===== config.mk =====
export PLATFORM = sky130hd
export DESIGN_NAME = mux_scan_sel
export DESIGN_NICKNAME = d
export VERILOG_FILES = /design/src/rtl/mux_pkg.sv /design/src/rtl/scan_counter.sv /design/src/rtl/mux_scan_sel.sv
export SDC_FILE = /design/constraint.sdc
export NUM_CORES = 1
export LEC_CHECK = 0
export CAP_MARGIN = 25
export CELL_PAD_IN_SITES_DETAIL_PLACEMENT = 1
export CELL_PAD_IN_SITES_GLOBAL_PLACEMENT = 1
export CORE_UTILIZATION = 38
export CTS_BUF_LIST = sky130_fd_sc_hd__clkbuf_4
export CTS_CLUSTER_DIAMETER = 150
export DETAILED_ROUTE_END_ITERATION = 6
export PLACE_DENSITY = 0.95
export REMOVE_ABC_BUFFERS = 1
export SYNTH_ARGS = -nofsm -noshare
export SYNTH_HDL_FRONTEND = slang
export SYNTH_SLANG_ARGS = --single-unit

===== constraint.sdc =====
create_clock -name clk -period 3.5 [get_ports clk]
set_input_delay 0.525 -clock clk [delete_from_list [all_inputs] [get_ports clk]]
set_output_delay 0.525 -clock clk [all_outputs]
set_load 0.02 [all_outputs]

===== src/rtl/mux_pkg.sv =====
// Shared definitions for the registered channel selector: FSM encodings,
// mode constants and a width helper for index buses.
package mux_pkg;

   typedef enum logic [1:0] {
      ST_IDLE   = 2'd0,
      ST_MANUAL = 2'd1,
      ST_SCAN   = 2'd2
   } state_t;

   localparam logic MODE_MANUAL = 1'b0;
   localparam logic MODE_SCAN   = 1'b1;

   // Index width for n items, never narrower than one bit.
   function automatic int width_of(input int n);
      return (n > 1) ? $clog2(n) : 1;
   endfunction

endpackage


===== src/rtl/scan_counter.sv =====
// Round-robin channel counter with per-channel dwell; flags the step from the
// last channel back to channel 0 so the top can align wrap with channel 0 output.
module scan_counter
   import mux_pkg::*;
#(
   parameter  int NCH   = 8,
   parameter  int DWELL = 4,
   localparam int SELW  = width_of(NCH)
) (
   input  logic            clk,
   input  logic            rst,
   input  logic            clr,
   input  logic            run,
   output logic [SELW-1:0] ch,
   output logic            wrap_next
);

   localparam int              DCW     = width_of(DWELL);
   localparam logic [DCW-1:0]  DC_LAST = DCW'(DWELL - 1);
   localparam logic [SELW-1:0] CH_LAST = SELW'(NCH - 1);

   logic [DCW-1:0]  dc_reg;
   logic [SELW-1:0] ch_reg;
   logic            wrap_pend_reg;
   logic            dwell_done;
   logic            ch_last;

   assign dwell_done = (dc_reg == DC_LAST);
   assign ch_last    = (ch_reg == CH_LAST);

   // wrap_pend_reg is set on the step into channel 0 and consumed by the next
   // run cycle, which is the one that presents channel 0 downstream.
   always_ff @(posedge clk) begin
      if (rst || clr) begin
         dc_reg        <= '0;
         ch_reg        <= '0;
         wrap_pend_reg <= 1'b0;
      end else if (run) begin
         wrap_pend_reg <= dwell_done && ch_last;
         if (dwell_done) begin
            dc_reg <= '0;
            ch_reg <= ch_last ? '0 : ch_reg + SELW'(1);
         end else begin
            dc_reg <= dc_reg + DCW'(1);
         end
      end
   end

   assign ch        = ch_reg;
   assign wrap_next = wrap_pend_reg;

endmodule


===== src/rtl/mux_scan_sel.sv =====
// N-channel, W-bit registered selector with manual select and round-robin scan.
// Any state change produces one cycle with y_valid low before new data appears.
module mux_scan_sel
   import mux_pkg::*;
#(
   parameter  int NCH   = 8,
   parameter  int W     = 1,
   parameter  int DWELL = 4,
   localparam int SELW  = width_of(NCH)
) (
   input  logic             clk,
   input  logic             rst,
   input  logic [NCH*W-1:0] i,
   input  logic [SELW-1:0]  s,
   input  logic             mode,
   input  logic             en,
   output logic [W-1:0]     y,
   output logic [SELW-1:0]  y_ch,
   output logic             y_valid,
   output logic             wrap
);

   localparam int BW = width_of(NCH * W);

   state_t          state_reg;
   logic            clr;
   logic            run;
   logic            s_ok;
   logic            wrap_next;
   logic [SELW-1:0] ch;
   logic [SELW-1:0] sel;
   logic [BW-1:0]   base;
   logic [W-1:0]    sel_data;

   assign s_ok = ({1'b0, s} < (SELW + 1)'(NCH));

   always_comb begin
      run = (state_reg == ST_SCAN) && en && (mode == MODE_SCAN);
      clr = (state_reg != ST_SCAN) && en && (mode == MODE_SCAN);
      sel = '0;
      if (state_reg == ST_SCAN)
         sel = ch;
      else if (s_ok)
         sel = s;
   end

   // Out-of-range selects are forced to channel 0 so the slice stays inside i.
   assign base     = BW'(sel) * BW'(W);
   assign sel_data = i[base +: W];

   scan_counter #(
      .NCH   (NCH),
      .DWELL (DWELL)
   ) u_scan_counter (
      .clk       (clk),
      .rst       (rst),
      .clr       (clr),
      .run       (run),
      .ch        (ch),
      .wrap_next (wrap_next)
   );

   always_ff @(posedge clk) begin
      if (rst) begin
         state_reg <= ST_IDLE;
         y         <= '0;
         y_ch      <= '0;
         y_valid   <= 1'b0;
         wrap      <= 1'b0;
      end else begin
         y_valid <= 1'b0;
         wrap    <= 1'b0;
         if (!en) begin
            state_reg <= ST_IDLE;
         end else begin
            case (state_reg)
               ST_IDLE: begin
                  state_reg <= (mode == MODE_SCAN) ? ST_SCAN : ST_MANUAL;
               end
               ST_MANUAL: begin
                  if (mode == MODE_SCAN) begin
                     state_reg <= ST_SCAN;
                  end else begin
                     y       <= s_ok ? sel_data : '0;
                     y_ch    <= s;
                     y_valid <= s_ok;
                  end
               end
               ST_SCAN: begin
                  if (mode == MODE_MANUAL) begin
                     state_reg <= ST_MANUAL;
                  end else begin
                     y       <= sel_data;
                     y_ch    <= ch;
                     y_valid <= 1'b1;
                     wrap    <= wrap_next;
                  end
               end
               default: state_reg <= ST_IDLE;
            endcase
         end
      end
   end

endmodule


# Yosys cells after proc, flatten, opt, wreduce, memory -nomap -nowiden
# Cells that the tools add are included.
# classes
reduce_logical	13
muxes	16
eq_ne	9
bitwise	3
add_sub_neg	2
shifts	1
# op_table
op	n
$mux W3	4
$ne A2 B2 Y1 const B	5
$mux W2	4
$shiftx A8 B4 Y1	1
$pmux W2 S3	1
$pmux W3 S2	1
$logic_and A1 B1 Y1	5
$eq A2 B2 Y1 const B	2
$mux W1	4
$pmux W1 S2	2
$reduce_and A2 Y1	2
$reduce_and A4 Y1	1
$reduce_or A4 Y1	1
$add A3 B1 Y3 const B	1
$eq A3 B3 Y1 const B	1
$not A1 Y1	3
$add A2 B1 Y2 const B	1
$eq A2 B1 Y1 const B	1
$logic_not A2 Y1	1
$reduce_bool A2 Y1	1
$reduce_or A2 Y1	1
$logic_or A1 B1 Y1	1
# word_totals
output_inout_bits	6
input_bits	15
regBits	14
elab_cells	52

# Depth between registers and ports, before layout
# Gate-level depths: netlist of the first run.
# depth
depth_word	5
mapped_depth	6

# By module
# A second synthesis of the first run with hierarchy kept.
# unflattened
hier_cells	80
hier_area_um2	819.5
# modules_own_cells
mod	cells_per_inst	n_inst	area_each_um2
mux_scan_sel	51	1	516.7
scan_counter	29	1	302.8

# Worst setup path after synthesis of the first run
# Ideal clock, no wire load.
# synth_timing
path_type	reg2reg
startpoint	register state_reg[0]
endpoint	register y
path_slack_ns	1.854
period_less_slack_ns	1.646
setup_ns	0.129
stages_incl_launch_ff	7
t_arrival_ns	1.517
path_buffers	1
path_cell_list	dfxtp_1 -> nand2b_1 -> buf_6 -> mux2i_4 -> mux4_2 -> nand4b_1 -> o311ai_1
# synth_via
elab_chain_len	5
# synth_rtl
item	line	text
from (decl)	mux_scan_sel.sv:25	state_t state_reg;
from (signal assigned)	mux_scan_sel.sv:78	state_reg <= (mode == MODE_SCAN) ? ST_SCAN : ST_MANUAL;
$eq A2 B2 Y1	mux_scan_sel.sv:41, mux_scan_sel.sv:76	
$mux W3	mux_scan_sel.sv:41	if (state_reg == ST_SCAN)
$shiftx A8 B4 Y1	mux_scan_sel.sv:49	assign sel_data = i[base +: W];
$mux W1, on equally long branches	mux_scan_sel.sv:90, mux_scan_sel.sv:81	
$pmux W1 S2	mux_scan_sel.sv:76	case (state_reg)
to (signal assigned)	mux_scan_sel.sv:84	y <= s_ok ? sel_data : '0;
to (signal assigned)	mux_scan_sel.sv:93	y <= sel_data;
to (decl)	mux_scan_sel.sv:17	output logic [W-1:0] y,
# Parallel ways exist; a longest one is shown, timed or not. The select of a mux whose other input is x is not followed.
# A chain may end at the register's enable or synchronous reset.

# Final worst setup path of the first run
# Same ends and word-level chain as after synthesis.

==> results.md, run 1 <==
- Outcome: complete, but fails checks
- Failing checks: design-rule violations
- Setup Skew: ~1.8 ps
- Antenna Nets Post-Route: 0
- #FFs+latches synth: 14
- Drc violations: 2
- Root buf cell: clkbuf_4
- Largest net degree at the start of global routing: 17
- Synth area leaders: dfxtp_1, mux4_2, ha_1, nor2_1, a211oi_1
- DP Worst Slack: 1288 ps
- DR pass1 iterations: 5
- Post-synthesis cell area: 671.9 um^2
- Area grow syn2layout: 33.89%
- Fin Setup TNS: 0 ps
- CP top delay family: multiplexers
- DRT iter0 DRCs: 6
- Critical Path AT: 2070 ps
- Starting density of the core: 0.4262
- GR Util All Layers: 0.1961
- Clock power frac: 0.302
- Total grt overflow: 0
- Critical path launch point type: flip-flop
- Buf/Inv on CP: 0
- Sw Share: 0.2374
- Mapped Avg Cell Area: 10.03 um^2
- Die height: approximately 44 um
- Vias in the first global route: 555
- Beginning of the critical path: state_reg[0]
- P_int: about 0.00023 W
- Max-slew headroom: 0.6302
- Max-slew violations: 0
- Clock Path Buffers: 2
- Reg2Reg Launch Point: state_reg[0]
- Die Area: roughly 1900 um^2
- Worst Path Required: roughly 3700 ps
- Detailed Route WL: roughly 1600 um
- CP peak stage delay: 530 ps
- First-pass GRT wire length: 2622 um
- Post-synthesis instance total: 67
- Fraction of registers with async set/reset: 0
- Layout fillers: 183
- Combinational power share: 0.150
- Sink Count: 14
- Post-CTS setup buffers: 0
- Worst-margin pin slew: 553.0 ps
- Post-cts sizing count: 0
- Routed vias: approximately 600
- Core area: 1577 um^2
- Post-synth top cells: dfxtp_1, nor2_1, inv_1
- Hold Crit Class: flip-flop to flip-flop
- Final Cycle Share: 0.5496
- Critical path cell sequence: nand2b_1 -> mux2i_4 -> mux4_2 -> nand4b_1 -> o311ai_1
- Post-synth EDFFs: 0
- I/O pins: 21
- Worst skew pair latency: 280 ps
- Hold Buf Count CTS: 0
- Switching power total: ~0.000071 W
- P_leak: around 0.33 nW
- Synth top area share: 0.4171
- Min Clock Period, post-route: 1924 ps
- Setup ws final: approximately 1600 ps
- Num CTS Buffers: 3
- Chip width: 44.05 um
- CP Capture Type: flip-flop
- Diodes inserted: 0
- DP Wirelength: 1273 um
- Sequential Power Share: 0.547
- Routed WL per cell: around 15 um
- Synth warnings: 0
- Largest area contributor in the netlist: dfxtp_1
- Share of cells above drive strength 1: 0.09091
- Pwr per Cell Area: 333.2 nW/um^2
- Most frequent cell after synthesis: dfxtp_1
- GPL Wtd Cong: about 0.79
- Initial antenna violation count: 0
- Top_reg_cell synth: dfxtp_1
- Final setup fails: 0
- # H-tree levels: 1
- Hold Path Origin: u_scan_counter.wrap_next
- Seq/Total Area, Yosys: 0.4171
- Distinct cells, synth: 29
- Worst Path Class, Setup: flip-flop to flip-flop
- CTS tree: yes
- Final nets: ~110
- RSZ-0062 raised after global routing: no
- VDD IR max: 184.9 uV
- Critical path's slowest cell: mux4_2
- Clock-pin slew on the worst setup and hold paths: roughly 80 ps
- Rows: 14
- Via/cell ratio: approximately 5.8
- Worst Path Max Fanout: 6
- F_max: 519.8 MHz
- # port buffers: 20
- Hold Vio Cnt, Final: 0
- Max cap viols: 0
-- layout make-up --
| cell class | count | area, um^2 | share of cell area |
|---|---|---|---|
| Tap cell | 16 | 20.02 | 0.02225 |
| Sequential cell | 14 | 280.3 | 0.3115 |
| Clock buffer | 3 | 22.52 | 0.02503 |
| Multi-Input combinational cell | 47 | 361.6 | 0.4019 |
| Inverter | 4 | 15.01 | 0.01669 |
| Timing Repair Buffer | 20 | 200.2 | 0.2225 |
-- cells by family (layout without fill, tap and decap cells) --
logic type               count (synthesis)  count (layout)  synth area share
adder cells (fa/ha/maj)                  3               3           0.05587
AND/OR/NAND/NOR                         25              25            0.1956
AO/OA/AOI/OAI                           14              14            0.1564
buffers and inverters                    6              27           0.04468
multiplexers                             5               5            0.1303
flip-flops                              14              14            0.4171
-- placed cells by master, fill, tap and decap left out --
master,instances
mux2i_1,2
o22a_1,1
o22ai_1,1
o21bai_1,1
nand2b_1,1
mux2i_4,1
or3b_1,1
dfxtp_1,14
nor3_1,2
inv_1,4
or2_2,1
o311ai_1,1
clkbuf_4,3
mux4_2,2
a32oi_1,1
a22oi_1,2
a211oi_1,3
nor3b_1,2
nand3b_1,2
a21oi_1,2
nor2b_1,1
nor2_1,10
a21oi_2,1
nand2_1,3
a2111oi_0,1
nand4b_1,1
clkdlybuf4s50_1,20
or3_1,1
ha_1,3
-- worst paths after layout --
path	to	slack (ps)	cells past startpoint
worst max-delay path	y	1580	5
worst min-delay path	u_scan_counter.wrap_next	460	2
worst max register to register	y	1580	5
worst min register to register	u_scan_counter.wrap_next	460	2
-- through the flow --
| stage | utilization | cells | instance area [um^2] | hold slack [ps] | total power, W |
|---|---|---|---|---|---|
| finish | 0.5706 | 104 | 899.6 | 461.2 | 0.0002997 |
| global route | 0.5706 | 104 | 899.6 | 506.5 | 0.0003175 |
| CTS | 0.5706 | 104 | 899.6 | 463.1 | 0.0003017 |
| detailed placement | 0.5563 | 101 | 877.1 | 449.9 | 0.0002132 |
| global placement | 0.5563 | 101 | 877.1 | 447.5 | 0.0002116 |
| floorplan | - | 65 | 656.9 | 421.0 | 0.0001867 |
-- routing by layer --
metal,up-vias,GRT usage,part of all wire
met5,-,0,0
met4,0,0.1091,0.019
met3,4,0.06531,0.039
met2,16,0.3206,0.48
met1,289,0.2242,0.46
li1,289,-,-
-- worst register-to-register path: stages, from the launching register on --
cell	delay, ps
dfxtp_1	380
nand2b_1	310
mux2i_4	350
mux4_2	540
nand4b_1	110
o311ai_1	100
-- power by group through the flow --
stage / sequential (W) / combinational, W / clock [W]
final: 0.000164 / 0.0000451 / 0.0000906
after global routing: 0.000164 / 0.0000483 / 0.000105
after CTS: 0.000164 / 0.0000454 / 0.0000922
after detailed placement: 0.000168 / 0.0000453 / 0
after global placement: 0.000168 / 0.0000440 / 0
after floorplan: 0.000170 / 0.0000171 / 0
Note: power is estimated with default switching activity, not from simulation.
==> inputs of run 2 (changes only) <==
CORE_UTILIZATION = 35   (was 38)
PLACE_DENSITY = 0.89   (was 0.95)
clock period = 1.95 ns   (was 3.5 ns; I/O delays follow)
==> results.md, run 2 (synthesis results as in run 1) <==
- Outcome: completed
- Hold Buf Count CTS: 0
- Antenna Nets Post-Route: 0
- Diodes inserted: 0
- Final setup fails: 0
- GR Util All Layers: 0.1992
- DRT iter0 DRCs: 3
- Largest net degree at the start of global routing: 11
- Cells after DPL: 114
- Clock-pin slew on the worst setup and hold paths: 90 ps
- RSZ-0062 raised after global routing: no
- Num CTS Buffers: 3
- Detailed Route WL: 1801 um
- Setup Skew: 6.349 ps
- I/O pins: 21
- DP Wirelength: 1405 um
- Post-cts sizing count: 0
- Hold Vio Cnt, Final: 0
- Finished Core Util: 0.5355
- Worst Path Class, Setup: flip-flop to flip-flop
- Hold Crit Class: flip-flop to flip-flop
- Min Clock Period, post-route: 1797 ps
- # H-tree levels: 1
- Fin Setup TNS: 0 ps
- Die height: ~46 um
- CP top delay family: multiplexers
- Core area: 1764 um^2
- Most common cell after layout, fill and taps aside: clkdlybuf4s50_1
- Final nets: around 110
- Critical Path AT: 1960 ps
- Die Area: 2099 um^2
- Routed vias: just under 600
- DR pass1 iterations: 2
- Max cap viols: 0
- Worst-margin pin slew: slightly above 400 ps
- Rows: 15
- Max-slew headroom: 0.7218
- Total grt overflow: 0
- Buf/Inv on CP: 0
- Worst skew pair latency: 290 ps
- CP Capture Type: flip-flop
- Post-route non-filler standard cell count: approximately 120
- F_max: 556.4 MHz
- P_leak: 0.3466 nW
- Pwr per Cell Area: 590.5 nW/um^2
- First-pass GRT wire length: roughly 2800 um
- Final Cycle Share: 0.9216
- Drc violations: 0
- Worst Path Max Fanout: 3
- CP peak stage delay: 520 ps
- Root buf cell: clkbuf_4
- Post-CTS setup buffers: 0
- Clock Path Buffers: 2
- CTS tree: yes
- Chip width: 45.82 um
- Max-slew violations: 0
- Critical path cell sequence: nand2b_1 -> mux2i_4 -> mux4_2 -> nand4b_1 -> o311ai_1
- Critical path's slowest cell: mux4_2
- Via/cell ratio: approximately 4.9
- Worst Path Required: 2120 ps
- Area grow syn2layout: 40.60%
- Share of cells above drive strength 1: 0.1290
- GPL Wtd Cong: 0.7188
- VDD IR max: 406.9 uV
- Critical path launch point type: flip-flop
- # port buffers: 20
- Layout fillers: 220
- Starting density of the core: 0.3809
- Vias in the first global route: around 600
- Sink Count: 14
- Routed WL per cell: 15.26 um
- Most frequent cells in the layout: clkdlybuf4s50_1, dfxtp_1, nor2_1
- Initial antenna violation count: 0
## run 2: cell types whose count changed in the layout (fill, tap and decap cells not counted)
cell and delta:
buf_4 +4, clkinv_1 +1
## run 2: layer usage
| metal | up-vias | global-route usage | wire length [um] |
|---|---|---|---|
| li1 | 299 | - | - |
| met1 | 270 | 0.2203 | 748 |
| met2 | 9 | 0.3486 | 979 |
| met3 | 4 | 0.03571 | 33 |
| met4 | 0 | 0.1235 | 40 |
| met5 | - | 0 | 0 |
## run 2: stage by stage
| step | total power [W] | setup slack (ps) | hold slack [ps] | cell area, um^2 |
|---|---|---|---|---|
| 6_report | 0.0005578 | 152.9 | 500.3 | 944.7 |
| 4_1_cts | 0.0005596 | 139.0 | 503.9 | 944.7 |
| 5_1_grt | 0.0005877 | 25.68 | 526.7 | 944.7 |
| 3_3_place_gp | 0.0003859 | 109.9 | 435.3 | 918.4 |
| 3_5_place_dp | 0.0003883 | 51.17 | 481.4 | 918.4 |
| 2_1_floorplan | 0.0003352 | 225.0 | 361.6 | 656.9 |
## run 2: report_power, final
part | total (W) | switching, W | leakage [nW] | internal [W]
sequential | 0.000294 | 0.00000333 | 0.113 | 0.000291
combinational | 0.0000875 | 0.0000352 | 0.218 | 0.0000523
clock | 0.000176 | 0.000102 | 0.0154 | 0.0000743
## run 2: path summary, 6_finish.rpt
kind | from | to | slack (ps) | cells after the start
setup / recovery | state_reg[0] | y | 150 | 5
hold / removal | u_scan_counter.wrap_next | u_scan_counter.wrap_next | 500 | 2
setup reg to reg | state_reg[0] | y | 150 | 5
hold reg to reg | u_scan_counter.wrap_next | u_scan_counter.wrap_next | 500 | 2
## run 2: cell type report
cell class	instances	area, um^2	area share
clock buffer	3	22.52	0.02384
clock inverter	1	3.754	0.003974
inverter	4	15.01	0.01589
multi-input combinational	47	361.6	0.3828
sequential	14	280.3	0.2967
tap	25	31.28	0.03311
timing repair buffer	24	230.2	0.2437
## run 2: worst min-delay path, cell delays in order (launching register included)
cell,delay [ps]
dfxtp_1,330
nand2_1,70
a21oi_1,60
